`config.mk`:
```
export PLATFORM = sky130hd
export DESIGN_NAME = palette_stream_decoder
export DESIGN_NICKNAME = d
export VERILOG_FILES = /design/src/rtl/palette_stream_decoder_pkg.sv /design/src/rtl/palette_stream_decoder_channel_level_scale.sv /design/src/rtl/palette_stream_decoder.sv
export SDC_FILE = /design/constraint.sdc
export NUM_CORES = 1
export LEC_CHECK = 0
export ABC_CLOCK_PERIOD_IN_PS = 1100
export CELL_PAD_IN_SITES_DETAIL_PLACEMENT = 0
export CELL_PAD_IN_SITES_GLOBAL_PLACEMENT = 2
export CORE_ASPECT_RATIO = 0.75
export CORE_MARGIN = 5
export CORE_UTILIZATION = 24
export DETAILED_ROUTE_END_ITERATION = 8
export PLACE_DENSITY_LB_ADDON = 0.1
export SYNTH_ARGS = -nofsm -noshare
export SYNTH_HDL_FRONTEND = slang
export SYNTH_SLANG_ARGS = --single-unit
```
`constraint.sdc`:
```
create_clock -name clk -period 1.1 [get_ports clk]
set_input_delay 0.275 -clock clk [delete_from_list [all_inputs] [get_ports clk]]
set_output_delay 0.275 -clock clk [all_outputs]
set_load 0.02 [all_outputs]
```
`src/rtl/palette_stream_decoder_pkg.sv`:
```
// Shared constants and constant-evaluated helpers for the palette stream decoder.
// Digit extraction uses compare/subtract against constant multiples, never a generic divider.
package palette_stream_decoder_pkg;

  localparam int unsigned MAX_LEVELS = 4;
  localparam int unsigned DIG_W      = 2;

  function automatic int unsigned cube_size(input int unsigned levels);
    return levels * levels * levels;
  endfunction

  function automatic int unsigned pix_w(input int unsigned r_w, input int unsigned g_w,
                                        input int unsigned b_w);
    return r_w + g_w + b_w;
  endfunction

  // Quotient of value by unit, assuming value < levels*unit; saturates at levels-1 otherwise.
  function automatic int unsigned digit_of(input int unsigned value, input int unsigned unit,
                                           input int unsigned levels);
    int unsigned q;
    q = 0;
    for (int unsigned k = 1; k < MAX_LEVELS; k++) begin
      if (k < levels && value >= k * unit) q = k;
    end
    return q;
  endfunction

endpackage

```
`src/rtl/palette_stream_decoder_channel_level_scale.sv`:
```
// Combinational digit -> channel intensity: floor(d * (2**W - 1) / (LEVELS - 1)).
// Each case is a constant, so no arithmetic survives into the netlist.
module channel_level_scale
  import palette_stream_decoder_pkg::*;
#(
  parameter int unsigned LEVELS = 3,
  parameter int unsigned W      = 3
) (
  input  logic [DIG_W-1:0] digit,
  output logic [W-1:0]     level
);

  always_comb begin
    level = '0;
    for (int unsigned k = 0; k < LEVELS; k++) begin
      if (32'(digit) == k) level = W'((k * ((2 ** W) - 1)) / (LEVELS - 1));
    end
  end

endmodule

```
`src/rtl/palette_stream_decoder.sv`:
```
// Two-stage valid/ready palette index -> RGB decoder (cube palette, LEVELS per channel).
// Define PALETTE_WR_EN to add a run-time override RAM with per-entry override flags.
module palette_stream_decoder
  import palette_stream_decoder_pkg::*;
#(
  parameter int unsigned IDX_W  = 5,
  parameter int unsigned LEVELS = 3,
  parameter int unsigned R_W    = 3,
  parameter int unsigned G_W    = 3,
  parameter int unsigned B_W    = 2
) (
  input  logic                   clk,
  input  logic                   rst,
  input  logic                   in_valid,
  output logic                   in_ready,
  input  logic [IDX_W-1:0]       in_idx,
  input  logic                   in_blank,
  output logic                   out_valid,
  input  logic                   out_ready,
  output logic [R_W-1:0]         rouge,
  output logic [G_W-1:0]         vert,
  output logic [B_W-1:0]         bleu,
  input  logic                   pal_we,
  input  logic [IDX_W-1:0]       pal_addr,
  input  logic [R_W+G_W+B_W-1:0] pal_data
);

  localparam int unsigned CUBE_SIZE = cube_size(LEVELS);
  localparam int unsigned PIX_W     = pix_w(R_W, G_W, B_W);
  localparam int unsigned PLANE     = LEVELS * LEVELS;

  logic             s2_take;
  logic             s1_load;
  logic [31:0]      idx_u;
  logic [31:0]      rem_u;
  logic [DIG_W-1:0] r_d, g_d, b_d;
  logic             black_d;

  logic             s1_valid;
  logic [DIG_W-1:0] s1_r, s1_g, s1_b;
  logic             s1_black;

  logic [R_W-1:0]   r_lvl, r_nxt;
  logic [G_W-1:0]   g_lvl, g_nxt;
  logic [B_W-1:0]   b_lvl, b_nxt;

  // Output register frees when empty or draining; stage 1 frees when empty or handing off.
  assign s2_take  = !out_valid || out_ready;
  assign in_ready = !s1_valid || s2_take;
  assign s1_load  = in_valid && in_ready;

  // Digit split: r = idx / L^2, then g/b from the remainder.
  always_comb begin
    idx_u = 32'(in_idx);
    r_d   = DIG_W'(digit_of(idx_u, PLANE, LEVELS));
    rem_u = idx_u - 32'(r_d) * PLANE;
    g_d   = DIG_W'(digit_of(rem_u, LEVELS, LEVELS));
    b_d   = DIG_W'(rem_u - 32'(g_d) * LEVELS);
  end

  always_ff @(posedge clk or posedge rst) begin
    if (rst) begin
      s1_valid <= 1'b0;
      s1_r     <= '0;
      s1_g     <= '0;
      s1_b     <= '0;
      s1_black <= 1'b0;
    end else if (s1_load) begin
      s1_valid <= 1'b1;
      s1_r     <= r_d;
      s1_g     <= g_d;
      s1_b     <= b_d;
      s1_black <= black_d;
    end else if (s2_take) begin
      s1_valid <= 1'b0;
    end
  end

  channel_level_scale #(
    .LEVELS(LEVELS),
    .W     (R_W)
  ) u_scale_r (
    .digit(s1_r),
    .level(r_lvl)
  );

  channel_level_scale #(
    .LEVELS(LEVELS),
    .W     (G_W)
  ) u_scale_g (
    .digit(s1_g),
    .level(g_lvl)
  );

  channel_level_scale #(
    .LEVELS(LEVELS),
    .W     (B_W)
  ) u_scale_b (
    .digit(s1_b),
    .level(b_lvl)
  );

`ifdef PALETTE_WR_EN
  localparam int unsigned ENTRIES = 2 ** IDX_W;

  logic [PIX_W-1:0]   pal_mem [ENTRIES];
  logic [ENTRIES-1:0] pal_flag;
  logic               s1_ovr;
  logic [PIX_W-1:0]   s1_pix;

  always_ff @(posedge clk) begin
    if (pal_we) pal_mem[pal_addr] <= pal_data;
  end

  always_ff @(posedge clk or posedge rst) begin
    if (rst) begin
      pal_flag <= '0;
    end else if (pal_we) begin
      pal_flag[pal_addr] <= 1'b1;
    end
  end

  // Read happens on the accept edge, so a same-edge write is not yet visible.
  always_ff @(posedge clk or posedge rst) begin
    if (rst) begin
      s1_ovr <= 1'b0;
      s1_pix <= '0;
    end else if (s1_load) begin
      s1_ovr <= pal_flag[in_idx];
      s1_pix <= pal_mem[in_idx];
    end
  end

  // An overridden entry is valid even above the cube range; blanking still wins.
  assign black_d = in_blank || (!pal_flag[in_idx] && idx_u >= CUBE_SIZE);

  always_comb begin
    if (s1_black) begin
      r_nxt = '0;
      g_nxt = '0;
      b_nxt = '0;
    end else if (s1_ovr) begin
      {r_nxt, g_nxt, b_nxt} = s1_pix;
    end else begin
      r_nxt = r_lvl;
      g_nxt = g_lvl;
      b_nxt = b_lvl;
    end
  end
`else
  logic pal_unused;
  assign pal_unused = ^{pal_we, pal_addr, pal_data};

  assign black_d = in_blank || (idx_u >= CUBE_SIZE);

  always_comb begin
    if (s1_black) begin
      r_nxt = '0;
      g_nxt = '0;
      b_nxt = '0;
    end else begin
      r_nxt = r_lvl;
      g_nxt = g_lvl;
      b_nxt = b_lvl;
    end
  end
`endif

  always_ff @(posedge clk or posedge rst) begin
    if (rst) begin
      out_valid <= 1'b0;
      rouge     <= '0;
      vert      <= '0;
      bleu      <= '0;
    end else if (s2_take) begin
      out_valid <= s1_valid;
      if (s1_valid) begin
        rouge <= r_nxt;
        vert  <= g_nxt;
        bleu  <= b_nxt;
      end
    end
  end

endmodule

```
Yosys cells after proc, flatten, opt, wreduce, memory -nomap -nowiden. Cells that the tools add are included.

Word-level logic and storage cells: 47. Flip-flop bits (word level): 17. Output and inout port bits: 10.

Eq/ne operators: 6. Add/subtract/negate cells: 2. Reductions and logical operators: 8. Muxes and demuxes: 15. $mul: 2. Magnitude comparators: 5.

Operator list (count): >= comparator 32 x 2 -> 1 bit (second input constant) (1); >= comparator 32 x 3 -> 1 bit (second input constant) (1); 2-to-1 mux 2 bit (6); 2-to-1 mux 3 bit (4); >= comparator 5 bit (second input constant) (2); subtractor 5 x 6 -> 7 bit (1); equality test 2 x 1 -> 1 bit (second input constant) (3); equality test 2 bit (second input constant) (3); multiplier 2 x 4 -> 6 bit (second input constant) (1); >= comparator 5 x 4 -> 1 bit (second input constant) (1); 2-to-1 mux 1 bit (5); logical OR 1 bit (3); zero test 1 bit (2); multiplier 2 x 1 -> 2 bit (second input constant) (1); AND reduction 2 bit (1); nonzero test 2 bit (1); subtractor 2 bit (1); logical AND 1 bit (1).

Longest topological paths before layout.
Depth after elaboration: 10. Mapped depth: 15.

Hierarchy. Synthesis repeated with hierarchy kept, for this count alone.

Cells, all modules: 127. Area total of the unflattened synthesis: 1129.8 um^2.

By module, submodules not included: palette_stream_decoder (cells each 116, instances 1, area an instance 1054.8 um^2); channel_level_scale at u_scale_g ... (cells each 4, instances 2, area an instance 27.5 um^2); channel_level_scale at u_scale_b (cells each 3, instances 1, area an instance 20.0 um^2).

Least setup slack after synthesis. OpenSTA, ideal clock, no wires.

Path type: input port to flip-flop. Start: in in_idx[1]. End: reg s1_b[1]. Stages: 13. Data required time: 1.031 ns. Library setup time: 0.069 ns. Setup slack: -1.844 ns. Arrival: 2.875 ns. Path buffers: 0. Cells stage by stage: o311ai_0 -> nand2_1 -> ha_1 -> fa_1 -> nand4b_1 -> nor4b_2 -> o21ai_2 -> nor2_1 -> ha_1 -> xnor2_1 -> nand3b_1 -> or3_1 -> nand3_1.

Word-level cells in the longest chain between the ends: 10. Elaborated cells between the ends (all ways): 12.

RTL lines: start: declaration (RTL line palette_stream_decoder.sv:16) `input logic [IDX_W-1:0] in_idx,`; >= comparator 5 x 4 -> 1 bit (RTL line palette_stream_decoder_pkg.sv:23) `if (k < levels && value >= k * unit) q = k;`; 2-to-1 mux 1 bit (RTL line palette_stream_decoder_pkg.sv:23); 2-to-1 mux 2 bit * (RTL line palette_stream_decoder_pkg.sv:23); via r_d[0] (RTL line palette_stream_decoder.sv:36) `logic [DIG_W-1:0] r_d, g_d, b_d;`; multiplier 2 x 4 -> 6 bit * (RTL line palette_stream_decoder.sv:56) `rem_u = idx_u - 32'(r_d) * PLANE;`; subtractor 5 x 6 -> 7 bit * (RTL line palette_stream_decoder.sv:56); >= comparator 32 x 2 -> 1 bit (RTL line palette_stream_decoder_pkg.sv:23); 2-to-1 mux 1 bit (RTL line palette_stream_decoder_pkg.sv:23); 2-to-1 mux 2 bit * (RTL line palette_stream_decoder_pkg.sv:23); via g_d[0] (RTL line palette_stream_decoder.sv:36); multiplier 2 x 1 -> 2 bit * (RTL line palette_stream_decoder.sv:58) `b_d = DIG_W'(rem_u - 32'(g_d) * LEVELS);`; subtractor 2 bit * (RTL line palette_stream_decoder.sv:58); end signal: assignment (RTL line palette_stream_decoder.sv:66) `s1_b <= '0;`; end signal: assignment (RTL line palette_stream_decoder.sv:72) `s1_b <= b_d;`; end: declaration (RTL line palette_stream_decoder.sv:40) `logic [DIG_W-1:0] s1_r, s1_g, s1_b;`.

The timed path passes the listed nets; every way through them passes the cells marked *. A chain may end at the register's enable or synchronous reset.

Final worst setup path.
Start: in in_idx[2]. End: reg s1_b[1].

The elaborated chain is that of the path after synthesis.

==> results.sh <==
export IMPL_worst_slew_pin_slew_ns=0.279
export IMPL_clk_path_buf_depth=2
export IMPL_first_global_vias=918
export IMPL_syn_area_sq_um=1010
export IMPL_period_share=2.52
export IMPL_drt_iter0_markers=11
export IMPL_power_leakage_nw=0.815
export IMPL_critical_path_max_fanout=4
export IMPL_drv_cap=0
export IMPL_syn_nets=141
export IMPL_path_clk_slew_ns=0.06
export IMPL_diodes=0
export IMPL_crit_chain="buf_8 > o311ai_4 > nand2_1 > ha_2 > fa_1 > nand4b_1 > nor4b_4 > o21ai_2 > nor2_2 > ha_2 > xnor2_2 > nand3b_1 > or3_1 > nand3_1"
export IMPL_numCtsBuffers=3
export IMPL_grt_setup_unrepaired="yes"
export IMPL_finalSetupTns_ns=-5.71
export IMPL_hpwl_mm=1.87
export IMPL_max_freq_mhz=360
export IMPL_hp_class="in -> async"
export IMPL_slew_viol_final=0
export IMPL_chipHeight_microns=66.1
export IMPL_finalWorstSetupSlack_ns=-1.68
export IMPL_p_sw_frac=0.341
export IMPL_crit_type="in -> reg"
export IMPL_vias=909
export IMPL_drc=0
export IMPL_end_kind="flop"
export IMPL_ys_warn_count=0
export IMPL_wl_mm=2.45
export IMPL_ys_seq_area_frac=0.372
export IMPL_pwr_share_clk=0.198
export IMPL_power_switching_uw=763
export IMPL_htree_levels=1
export IMPL_antenna_found_initial=0
export IMPL_wl_per_cell_microns=11.4
export IMPL_layout_common_cells="32 x buf_4, 15 x dfrtp_1, 13 x inv_1, 10 x nand2_1, 9 x buf_6"
export IMPL_seq_power_share=0.342
export IMPL_grt_usage=0.0896
export IMPL_synth_distinct_cells=34
export IMPL_synthFlopType="dfrtp_1"
export IMPL_cts_num_sinks=15
export IMPL_critPathMostFrequentCell="ha_2"
export IMPL_hold_violations=0
export IMPL_die_w_microns=84.9
export IMPL_cp_arrival_ns=2.96
export IMPL_core_area_sq_um=4050
export IMPL_syn_instance_count=105
export IMPL_async_flop_share=1.00
export IMPL_nets=196
export IMPL_critPathSlowestCell="fa_1"
export IMPL_gp_congestion=0.725
export IMPL_status="finished with violations"
export IMPL_layout_commonest_cell="buf_4"
export IMPL_dr_pass1_iters=2
export IMPL_setup_viol=7
export IMPL_cpPeakStageDelay_ns=0.53
export IMPL_start_kind="input port"
export IMPL_vdd_drop_max_v=0.000552
export IMPL_rows=20
export IMPL_p_comb_frac=0.461
export IMPL_syn2layout_area_growth_pct=66.7
export IMPL_grt_max_degree=16
export IMPL_worstPathRequired_ns=1.28
export IMPL_violations="setup timing"
export IMPL_layout_drive_gt1_share=0.497
export IMPL_cts_root_buf="clkbuf_8"
export IMPL_finClkSkew_ns=0.00332
export IMPL_place_ws_ns=-2.46
export IMPL_cts_tree="built"
export IMPL_start_util=0.249
export IMPL_layout_min_cycle_time_ns=2.78
export IMPL_synth_enable_flop_cells=0
export IMPL_grt_pass1_wl_mm=3.97
export IMPL_synth_area_per_cell_sq_um=9.60
export IMPL_slew_headroom=0.814
export IMPL_numPortBuffers=19
export IMPL_clock_latency_ns=0.25
export IMPL_die_area_sq_um=5610
export IMPL_pwr_density_cell_nw_per_um2=1330
export IMPL_ios=34
export IMPL_overflow=0
export IMPL_ant_nets=0
export IMPL_synth_seq_cells=15
export IMPL_vias_per_cell=4.25
export IMPL_internal_power_mw=1.47
-- final cells by class --
class,count,area (sq um)
Fill cell,415,2370
Multi-Input combinational cell,74,702
Timing Repair Buffer,52,437
Sequential cell,15,375
Tap cell,55,68.8
Inverter,14,52.6
Clock buffer,3,41.3
Clock inverter,1,5.00
-- Yosys cell counts, types with 2 or more instances --
cell type,instances,area (sq um)
mux2_2,3,33.8
nand2b_1,6,37.5
dfrtp_1,15,375
buf_4,2,15.0
o21ai_0,7,35.0
ha_1,11,138
nor2_1,2,7.51
nand2_1,14,52.6
or3_1,2,12.5
inv_1,14,52.6
nand3b_1,2,15.0
or2b_1,2,15.0
o211ai_1,2,15.0
o31ai_1,3,22.5
-- stage by stage --
stage,hold slack (ns),utilization,power [mW],cell area [sq um],std cells
final,0.333,0.415,2.24,1680,214
after global routing,0.354,0.415,2.40,1680,214
after CTS,0.337,0.389,2.13,1580,210
after detailed placement,0.466,0.357,1.67,1450,200
after global placement,0.467,0.357,1.66,1450,200
after floorplan,0.176,-,1.26,1030,105
-- power by group through the flow --
stage	logic, mW	clock network [mW]	registers, mW
detailed placement	0.901	0	0.764
CTS	0.915	0.462	0.753
finish	1.03	0.442	0.764
floorplan	0.425	0	0.833
global placement	0.902	0	0.762
global route	1.13	0.490	0.781
-- critical path, delay by kind of cell --
family	cells	cell delay, ns
compound gates	2	0.36
xor+xnor	1	0.06
fa+ha+maj	3	0.91
simple gates	7	1.25
buf+inv	1	0.11
-- cells by family after synthesis --
logic type,after synthesis,synth area share
xor+xnor,2,0.0174
buf+inv,17,0.0707
fa+ha+maj,12,0.156
compound gates,22,0.165
mux,3,0.0335
simple gates,34,0.185
flops,15,0.372
-- flip-flops by register name, indices dropped and copies added, names as in the netlist --
name       cells
s1_r           2
s1_g           2
rouge          2
bleu           2
s1_b           2
out_valid      1
vert           2
s1_valid       1
s1_black       1
-- worst paths after layout --
kind                            from       to  slack (ns)  cells after the start
hold / removal                   rst  vert[1]        0.33                      3
min in group clk             bleu[1]  bleu[1]        0.47                      2
hold reg to reg              bleu[1]  bleu[1]        0.47                      2
max in group asynchronous        rst  bleu[1]        0.59                      3
setup / recovery           in_idx[2]  s1_b[1]       -1.68                     14
setup reg to reg           out_valid  s1_b[1]       -0.13                      5
-- repair_timing --
| action | 4_1_cts | 5_1_grt |
|---|---|---|
| endpoints found under the hold margin | 0 | 0 |
| endpoints found under the setup margin | 23 | 19 |
| pin swaps | 13 | 5 |
| hold buffers | 0 | 0 |
| gates cloned | 0 | 1 |
| gates resized for setup | 84 | 25 |
| setup buffers | 7 | 5 |
-- layer usage --
layer	track usage	share of wire	wire length (microns)	up-vias
met5	0	0	0	-
met4	0.0237	0	0	0
met3	0.0349	0.047	115	0
met2	0.133	0.41	996	19
met1	0.121	0.55	1340	413
li1	-	-	-	477
No activity file was read; power rests on OpenSTA's default activity.
